--- config.mk ---
export PLATFORM = sky130hd
export DESIGN_NAME = pipelined_wallace_mult
export DESIGN_NICKNAME = d
export VERILOG_FILES = /design/src/rtl/wallace_pkg.sv /design/src/rtl/full_adder.sv /design/src/rtl/half_adder.sv /design/src/rtl/pipelined_wallace_mult_tree.sv /design/src/rtl/pipelined_wallace_mult.sv
export SDC_FILE = /design/constraint.sdc
export NUM_CORES = 1
export LEC_CHECK = 0
export BUFFER_PORTS_ARGS = -buffer_cell sky130_fd_sc_hd__buf_2
export CORE_MARGIN = 8
export CORE_UTILIZATION = 45
export DETAILED_ROUTE_END_ITERATION = 7
export GPL_ROUTABILITY_DRIVEN = 1
export RECOVER_POWER = 25
export SYNTH_ARGS = -nofsm -noshare
export SYNTH_HDL_FRONTEND = slang
export SYNTH_SLANG_ARGS = --single-unit
--- constraint.sdc ---
create_clock -name clk -period 2.17 [get_ports clk]
set_input_delay 0 -clock clk [delete_from_list [all_inputs] [get_ports clk]]
set_output_delay 0 -clock clk [all_outputs]
set_load 0.05 [all_outputs]
--- src/rtl/wallace_pkg.sv ---
// Shared limits and helpers for the pipelined Wallace-tree multiplier.
// Row-count helpers let the tree generator size each reduction level at elaboration.
package wallace_pkg;

    localparam int WIDTH_MIN = 4;
    localparam int WIDTH_MAX = 32;

    // Baugh-Wooley constant: +2^W and +2^(2W-1), taken modulo 2^(2W).
    function automatic logic [63:0] bw_correction(input int width);
        return (64'd1 << width) | (64'd1 << (2 * width - 1));
    endfunction

    function automatic int rows_next(input int n);
        return 2 * (n / 3) + (n % 3);
    endfunction

    function automatic int rows_at(input int n, input int lvl);
        int r;
        r = n;
        for (int i = 0; i < lvl; i++) begin
            r = rows_next(r);
        end
        return r;
    endfunction

    function automatic int tree_levels(input int n);
        int r;
        int c;
        r = n;
        c = 0;
        while (r > 2) begin
            r = rows_next(r);
            c++;
        end
        return c;
    endfunction

endpackage

--- src/rtl/full_adder.sv ---
// 3:2 compressor cell.
module full_adder (
    input  logic a,
    input  logic b,
    input  logic cin,
    output logic sum,
    output logic cout
);
    assign sum  = a ^ b ^ cin;
    assign cout = (a & b) | (a & cin) | (b & cin);
endmodule

--- src/rtl/half_adder.sv ---
// 2:2 compressor cell.
module half_adder (
    input  logic a,
    input  logic b,
    output logic sum,
    output logic cout
);
    assign sum  = a ^ b;
    assign cout = a & b;
endmodule

--- src/rtl/pipelined_wallace_mult_tree.sv ---
// Combinational partial-product generation and Wallace reduction to a sum/carry pair.
// Every level works at 2*WIDTH bits; carries out of the top bit are dropped.
module pipelined_wallace_mult_tree
    import wallace_pkg::*;
#(
    parameter int WIDTH  = 8,
    parameter bit SIGNED = 1'b0
) (
    input  logic [WIDTH-1:0]   a_i,
    input  logic [WIDTH-1:0]   b_i,
    output logic [2*WIDTH-1:0] sum_o,
    output logic [2*WIDTH-1:0] carry_o
);
    localparam int PW    = 2 * WIDTH;
    localparam int NROWS = WIDTH + (SIGNED ? 1 : 0);
    localparam int NLEV  = tree_levels(NROWS);
    localparam logic [63:0] CORR64 = bw_correction(WIDTH);

    logic [PW-1:0] pp_rows [NROWS];

    for (genvar i = 0; i < WIDTH; i++) begin : g_pp
        logic [WIDTH-1:0] pp;
        for (genvar j = 0; j < WIDTH; j++) begin : g_bit
            // Terms mixing exactly one sign bit are inverted in signed mode.
            if (SIGNED && ((i == WIDTH - 1) != (j == WIDTH - 1))) begin : g_inv
                assign pp[j] = ~(a_i[j] & b_i[i]);
            end else begin : g_pos
                assign pp[j] = a_i[j] & b_i[i];
            end
        end
        assign pp_rows[i] = {{WIDTH{1'b0}}, pp} << i;
    end

    if (SIGNED) begin : g_corr
        assign pp_rows[WIDTH] = CORR64[PW-1:0];
    end

    for (genvar k = 0; k < NLEV; k++) begin : g_lvl
        localparam int N  = rows_at(NROWS, k);
        localparam int G  = N / 3;
        localparam int L  = N % 3;
        localparam int NN = rows_next(N);

        logic [PW-1:0] cur [N];
        logic [PW-1:0] nxt [NN];

        if (k == 0) begin : g_first
            assign cur = pp_rows;
        end else begin : g_chain
            assign cur = g_lvl[k-1].nxt;
        end

        for (genvar g = 0; g < G; g++) begin : g_fa
            logic [PW-1:0] s;
            logic [PW-2:0] c;
            for (genvar j = 0; j < PW - 1; j++) begin : g_col
                full_adder u_fa (
                    .a   (cur[3*g][j]),
                    .b   (cur[3*g+1][j]),
                    .cin (cur[3*g+2][j]),
                    .sum (s[j]),
                    .cout(c[j])
                );
            end
            assign s[PW-1]     = cur[3*g][PW-1] ^ cur[3*g+1][PW-1] ^ cur[3*g+2][PW-1];
            assign nxt[2*g]    = s;
            assign nxt[2*g+1]  = {c, 1'b0};
        end

        if (L == 1) begin : g_pass
            assign nxt[2*G] = cur[3*G];
        end else if (L == 2) begin : g_ha
            logic [PW-1:0] s;
            logic [PW-2:0] c;
            for (genvar j = 0; j < PW - 1; j++) begin : g_col
                half_adder u_ha (
                    .a   (cur[3*G][j]),
                    .b   (cur[3*G+1][j]),
                    .sum (s[j]),
                    .cout(c[j])
                );
            end
            assign s[PW-1]      = cur[3*G][PW-1] ^ cur[3*G+1][PW-1];
            assign nxt[2*G]     = s;
            assign nxt[2*G+1]   = {c, 1'b0};
        end
    end

    assign sum_o   = g_lvl[NLEV-1].nxt[0];
    assign carry_o = g_lvl[NLEV-1].nxt[1];

endmodule

--- src/rtl/pipelined_wallace_mult.sv ---
// Two-stage valid/ready Wallace-tree multiplier: stage 1 holds the reduced
// sum/carry rows, stage 2 holds the carry-propagated product.
module pipelined_wallace_mult
    import wallace_pkg::*;
#(
    parameter int WIDTH  = 8,
    parameter bit SIGNED = 1'b0
) (
    input  logic               clk,
    input  logic               rst_n,
    input  logic               in_valid,
    output logic               in_ready,
    input  logic [WIDTH-1:0]   a,
    input  logic [WIDTH-1:0]   b,
    output logic               out_valid,
    input  logic               out_ready,
    output logic [2*WIDTH-1:0] product
);
    localparam int PW = 2 * WIDTH;

    if (WIDTH < WIDTH_MIN || WIDTH > WIDTH_MAX) begin : g_width_check
        $error("pipelined_wallace_mult: WIDTH=%0d outside %0d..%0d", WIDTH, WIDTH_MIN, WIDTH_MAX);
    end

    logic [PW-1:0] tree_sum;
    logic [PW-1:0] tree_carry;

    logic          s1_valid_q, s1_valid_d;
    logic [PW-1:0] s1_sum_q, s1_sum_d;
    logic [PW-1:0] s1_carry_q, s1_carry_d;
    logic          out_valid_q, out_valid_d;
    logic [PW-1:0] product_q, product_d;
    logic          s2_accept;

    pipelined_wallace_mult_tree #(
        .WIDTH (WIDTH),
        .SIGNED(SIGNED)
    ) u_tree (
        .a_i    (a),
        .b_i    (b),
        .sum_o  (tree_sum),
        .carry_o(tree_carry)
    );

    // Ready depends only on registered state, never on in_valid.
    assign s2_accept = !out_valid_q || out_ready;
    assign in_ready  = !s1_valid_q || s2_accept;

    always_comb begin
        s1_valid_d  = s1_valid_q;
        s1_sum_d    = s1_sum_q;
        s1_carry_d  = s1_carry_q;
        out_valid_d = out_valid_q;
        product_d   = product_q;

        if (in_ready) begin
            s1_valid_d = in_valid;
            if (in_valid) begin
                s1_sum_d   = tree_sum;
                s1_carry_d = tree_carry;
            end
        end

        if (s2_accept) begin
            out_valid_d = s1_valid_q;
            if (s1_valid_q) begin
                product_d = s1_sum_q + s1_carry_q;
            end
        end
    end

    always_ff @(posedge clk or negedge rst_n) begin
        if (!rst_n) begin
            s1_valid_q  <= 1'b0;
            s1_sum_q    <= '0;
            s1_carry_q  <= '0;
            out_valid_q <= 1'b0;
            product_q   <= '0;
        end else begin
            s1_valid_q  <= s1_valid_d;
            s1_sum_q    <= s1_sum_d;
            s1_carry_q  <= s1_carry_d;
            out_valid_q <= out_valid_d;
            product_q   <= product_d;
        end
    end

    assign out_valid = out_valid_q;
    assign product   = product_q;

endmodule

# After elaboration in Yosys (flattened, before gate mapping)
# Index checks and enable logic that the tools add are counted.
# word_totals
register_bits	45
out_inout_bits	18
wordCells	383
# op_classes
add_sub_neg	1
bitwise	371
n_reduce_logical	6
# op_table
op	count
AND 1 bit	199
bitwise XOR 1 bit	98
OR 1 bit	74
adder 16 bit	1
AND reduction 2 bit	2
zero test 1 bit	2
logical OR 1 bit	2

# Depth between registers and ports, before layout
# logic_depth
depth_word	13
depth_mapped	9
mapped_depth_nobuf	9

# Cells and area by module
# Synthesis repeated with hierarchy kept, for this count alone.
# unflattened
cells_unflattened	389
area_unflattened_um2	4983.5
# modules_own_cells
module	instances	cells_per_inst	area_each_um2	seq_area_each_um2
pipelined_wallace_mult	1	214	2526.2	1251.2
full_adder	90	1	20.0	0.0
pipelined_wallace_mult_tree	1	70	467.9	0.0
half_adder	15	1	12.5	0.0

# Least setup slack after synthesis
# Ideal clock, no wire load.
# synth_timing
path_kind	input -> register
start	in a[5]
end	reg s1_sum_q[8]
setup_time_ns	0.125
arrival_ns	2.470
required_time_ns	2.045
setup_slack_ns	-0.425
stages	8
path_buffers	0
cell_sequence	and2_1 > fa_1 > inv_1 > fa_1 > fa_1 > inv_1 > fa_1 > mux2_2
# synth_between
elab_chain_cells	12
elab_cells_between_ends	44
# synth_rtl
item	line_no	text
start, declared	pipelined_wallace_mult.sv:13	input logic [WIDTH-1:0] a,
AND 1 bit	pipelined_wallace_mult_tree.sv:28	assign pp[j] = a_i[j] & b_i[i];
AND 1 bit	full_adder.sv:10	assign cout = (a & b) | (a & cin) | (b & cin);
OR 1 bit (2 in a row)	full_adder.sv:10	
AND 1 bit	full_adder.sv:10	
OR 1 bit (2 in a row)	full_adder.sv:10	
AND 1 bit	full_adder.sv:10	
OR 1 bit (2 in a row)	full_adder.sv:10	
bitwise XOR 1 bit (*) (2 in a row)	full_adder.sv:9	assign sum = a ^ b ^ cin;
net u_tree.g_lvl[3].g_fa[0].g_col[8].u_fa.sum	full_adder.sv:6	output logic sum,
end signal, assigned	pipelined_wallace_mult.sv:81	s1_sum_q <= s1_sum_d;
end, declared	pipelined_wallace_mult.sv:29	logic [PW-1:0] s1_sum_q, s1_sum_d;
# Mark *: on every way through the listed nets, which the timed path passes. The rest lies on a longest branch.
# A chain may end at the register's enable or synchronous reset.

# Worst setup path in the final report
# layout_timing
start	in b[3]
end	reg s1_sum_q[9]
# layout_between
elab_chain_cells	11
elab_cells_between_ends	44
# layout_rtl
item	line_no	text
start, declared	pipelined_wallace_mult.sv:14	input logic [WIDTH-1:0] b,
AND 1 bit	pipelined_wallace_mult_tree.sv:28	
bitwise XOR 1 bit or AND 1 bit (tied branches)	full_adder.sv:9, full_adder.sv:10	
bitwise XOR 1 bit or OR 1 bit (tied branches)	full_adder.sv:9, full_adder.sv:10	
AND 1 bit or OR 1 bit (tied branches)	full_adder.sv:10	
OR 1 bit or bitwise XOR 1 bit (tied branches) (2 in a row)	full_adder.sv:10, full_adder.sv:9	
AND 1 bit	full_adder.sv:10	
OR 1 bit (2 in a row)	full_adder.sv:10	
bitwise XOR 1 bit	full_adder.sv:9	
bitwise XOR 1 bit (*)	full_adder.sv:9	
net u_tree.g_lvl[3].g_fa[0].g_col[9].u_fa.sum	full_adder.sv:6	
# Marks and branches as above.

==> results_dict.tcl <==
set metrics [dict create \
    synth_most_common_cell "nand2_1" \
    die_area_um2 11400 \
    insertion_delay_ns 0.29 \
    drt_iter0_drc 47 \
    netlist_area_um2 3710 \
    grt_pass1_vias 2645 \
    holdCritPathClass "primary input to flip-flop" \
    yosys_warnings 0 \
    finClkSkew_ns 0.00770 \
    netlist_top_cells_count "52 x nand2_1, 50 x inv_1, 45 x and2_1, 45 x dfrtp_1, 38 x fa_1" \
    wl_per_cell_um 13.3 \
    status "finished, violations left" \
    final-hold-violation-count 0 \
    design.core.area_um2 8090 \
    slew_viol_final 0 \
    port_buffers 37 \
    grt_use_total_pct 13.0 \
    place_congestion 0.832 \
    clkTransAtPathRegs_ns 0.08 \
    antenna_found_initial 0 \
    cp.arrival_ns 2.55 \
    grt.overflow.total 0 \
    cts_tree "built" \
    chipWidth_um 107 \
    dp.final_hpwl_mm 5.85 \
    worstSetupPathType "primary input to flip-flop" \
    fin_ws_ns -0.196 \
    cts_made_buffers 5 \
    via_per_inst 4.74 \
    syn-mean-instance-area_um2 10.5 \
    synth_seq_cells 45 \
    n_antenna_cell 0 \
    syn_nets 447 \
    ys.flop_type "dfrtp_1" \
    grt_pass1_wl_mm 12.2 \
    num_rows 33 \
    async_flop_share_pct 100 \
    reg2reg_slack_ns 0.24 \
    synthCells 355 \
    initial_core_util_pct 45.9 \
    tns_ns -1.03 \
    drive_gt1_share_pct 32.7 \
    synth_top_area_cell "dfrtp_1" \
    die_h_um 107 \
    htreeDepth 2 \
    max_freq_mhz 423 \
    cp_max_fo 6 \
    yosysUniqueCellTypes 34 \
    routed_wl_mm 7.12 \
    rsz0062_at_grt "true" \
    required_ns 2.35 \
    slew_headroom_pct 40.8 \
    total_power_mw 4.06 \
    p_leak_nw 2.29 \
    drtPass1Iterations 4 \
    dp_cells 519 \
    fin_util_pct 56.1 \
    start_kind "primary input" \
    ys_seq_area_share_pct 30.3 \
    layout_min_cycle_time_ns 2.37 \
    drc 0 \
    drv_cap 0 \
    worstSetupEndpointType "flip-flop" \
    area_growth_syn_to_layout_pct 22.4 \
    synth-edff-count 0 \
    grt_max_degree 30 \
    final_net_count 520 \
    tightest_slew_ns 0.888 \
    fin_crit_sh_pct 109 \
    ir_drop_mv 0.436 \
    hold_ws_ns 0.166 \
    ant_nets 0 \
    violations "setup timing" \
    vias 2529 \
    post-synth-top-area-fraction_pct 30.3 \
    clk_path_buf_depth 2 \
    cts.sinks 45 \
    fin_cells 533 \
    setup_viol 11 \
    p_per_area_nw_per_um2 893 \
    ioPinCount 38 \
    synth_area_leaders "dfrtp_1 30%, fa_1 20%, ha_1 11%" \
    ctsRootBufferMaster "clkbuf_8" \
]
-- cell families after synthesis --
group / count (synthesis) / share of synthesized area, %
multiplexers: 28 / 8.43
adder cells (fa/ha/maj): 72 / 32.0
AO/OA/AOI/OAI: 30 / 5.39
flip-flops: 45 / 30.3
AND/OR/NAND/NOR: 120 / 16.5
XOR/XNOR: 5 / 1.18
buffers and inverters: 55 / 6.24
-- cells in the final DEF, fill, tap and decap left out, drive strengths merged, types with 7 or more instances in the layout --
| master | Yosys | final |
|---|---|---|
| a21oi | 7 | 7 |
| and2 | 45 | 45 |
| buf | 5 | 61 |
| clkbuf | 0 | 12 |
| dfrtp | 45 | 45 |
| fa | 38 | 38 |
| ha | 34 | 34 |
| inv | 50 | 50 |
| mux2 | 26 | 26 |
| nand2 | 53 | 53 |
| o21ai | 8 | 8 |
-- final timing paths --
path / cells after the start / from / to
setup / recovery: 9 / b[3] / s1_sum_q[9]
hold / removal: 4 / a[0] / s1_sum_q[0]
setup reg to reg: 8 / s1_sum_q[5] / product[13]
hold reg to reg: 2 / s1_sum_q[1] / product[1]
max in group asynchronous: 3 / rst_n / s1_sum_q[2]
min in group asynchronous: 2 / rst_n / out_valid
-- critical path, cell delays in order --
cell	delay, ns
buf_8	0.10
and2_4	0.15
fa_2	0.56
inv_2	0.04
fa_2	0.52
fa_1	0.42
inv_2	0.07
fa_2	0.41
mux2_4	0.27
-- repair_timing --
item,CTS,global route
gates resized for setup,32,20
setup endpoints to repair,13,15
hold buffers,3,0
pin swaps,13,15
setup buffers,0,4
endpoints found under the hold margin,18,0
-- cell type report --
| class | count | area (um2) |
|---|---|---|
| multi-input combinational | 255 | 2480 |
| fill | 758 | 3550 |
| clock buffer | 5 | 68.8 |
| clock inverter | 2 | 35.0 |
| sequential | 45 | 1130 |
| tap | 105 | 131 |
| inverter | 50 | 188 |
| timing repair buffer | 71 | 510 |
-- per-stage QoR --
| stage | instance area, um2 | setup WS (ns) |
|---|---|---|
| 3_3_place_gp | 4250 | -0.502 |
| 2_1_floorplan | 3770 | -0.322 |
| 6_report | 4540 | -0.196 |
| 4_1_cts | 4470 | -0.181 |
| 3_5_place_dp | 4250 | -0.527 |
| 5_1_grt | 4540 | -0.241 |
-- registers in the layout, indices dropped and copies added (netlist names) --
register	cells
product	16
s1_valid_q	1
out_valid	1
s1_sum_q	16
s1_carry_q	11
-- metal layers --
metal | wire length, um | share of wire (%) | global-route usage, %
met5 | 0 | 0 | 0
met4 | 95 | 1.3 | 5.53
met3 | 208 | 2.9 | 1.98
met2 | 3200 | 45 | 20.1
met1 | 3610 | 51 | 17.9
-- where the power goes --
| part | internal [mW] | switching (mW) | leakage, nW | total (mW) |
|---|---|---|---|---|
| Sequential | 1.12 | 0.157 | 0.563 | 1.28 |
| Combinational | 0.872 | 1.30 | 1.67 | 2.17 |
| Clock | 0.335 | 0.269 | 0.0540 | 0.604 |
| Total | 2.33 | 1.72 | 2.29 | 4.06 |
No activity file was read; power rests on OpenSTA's default activity.
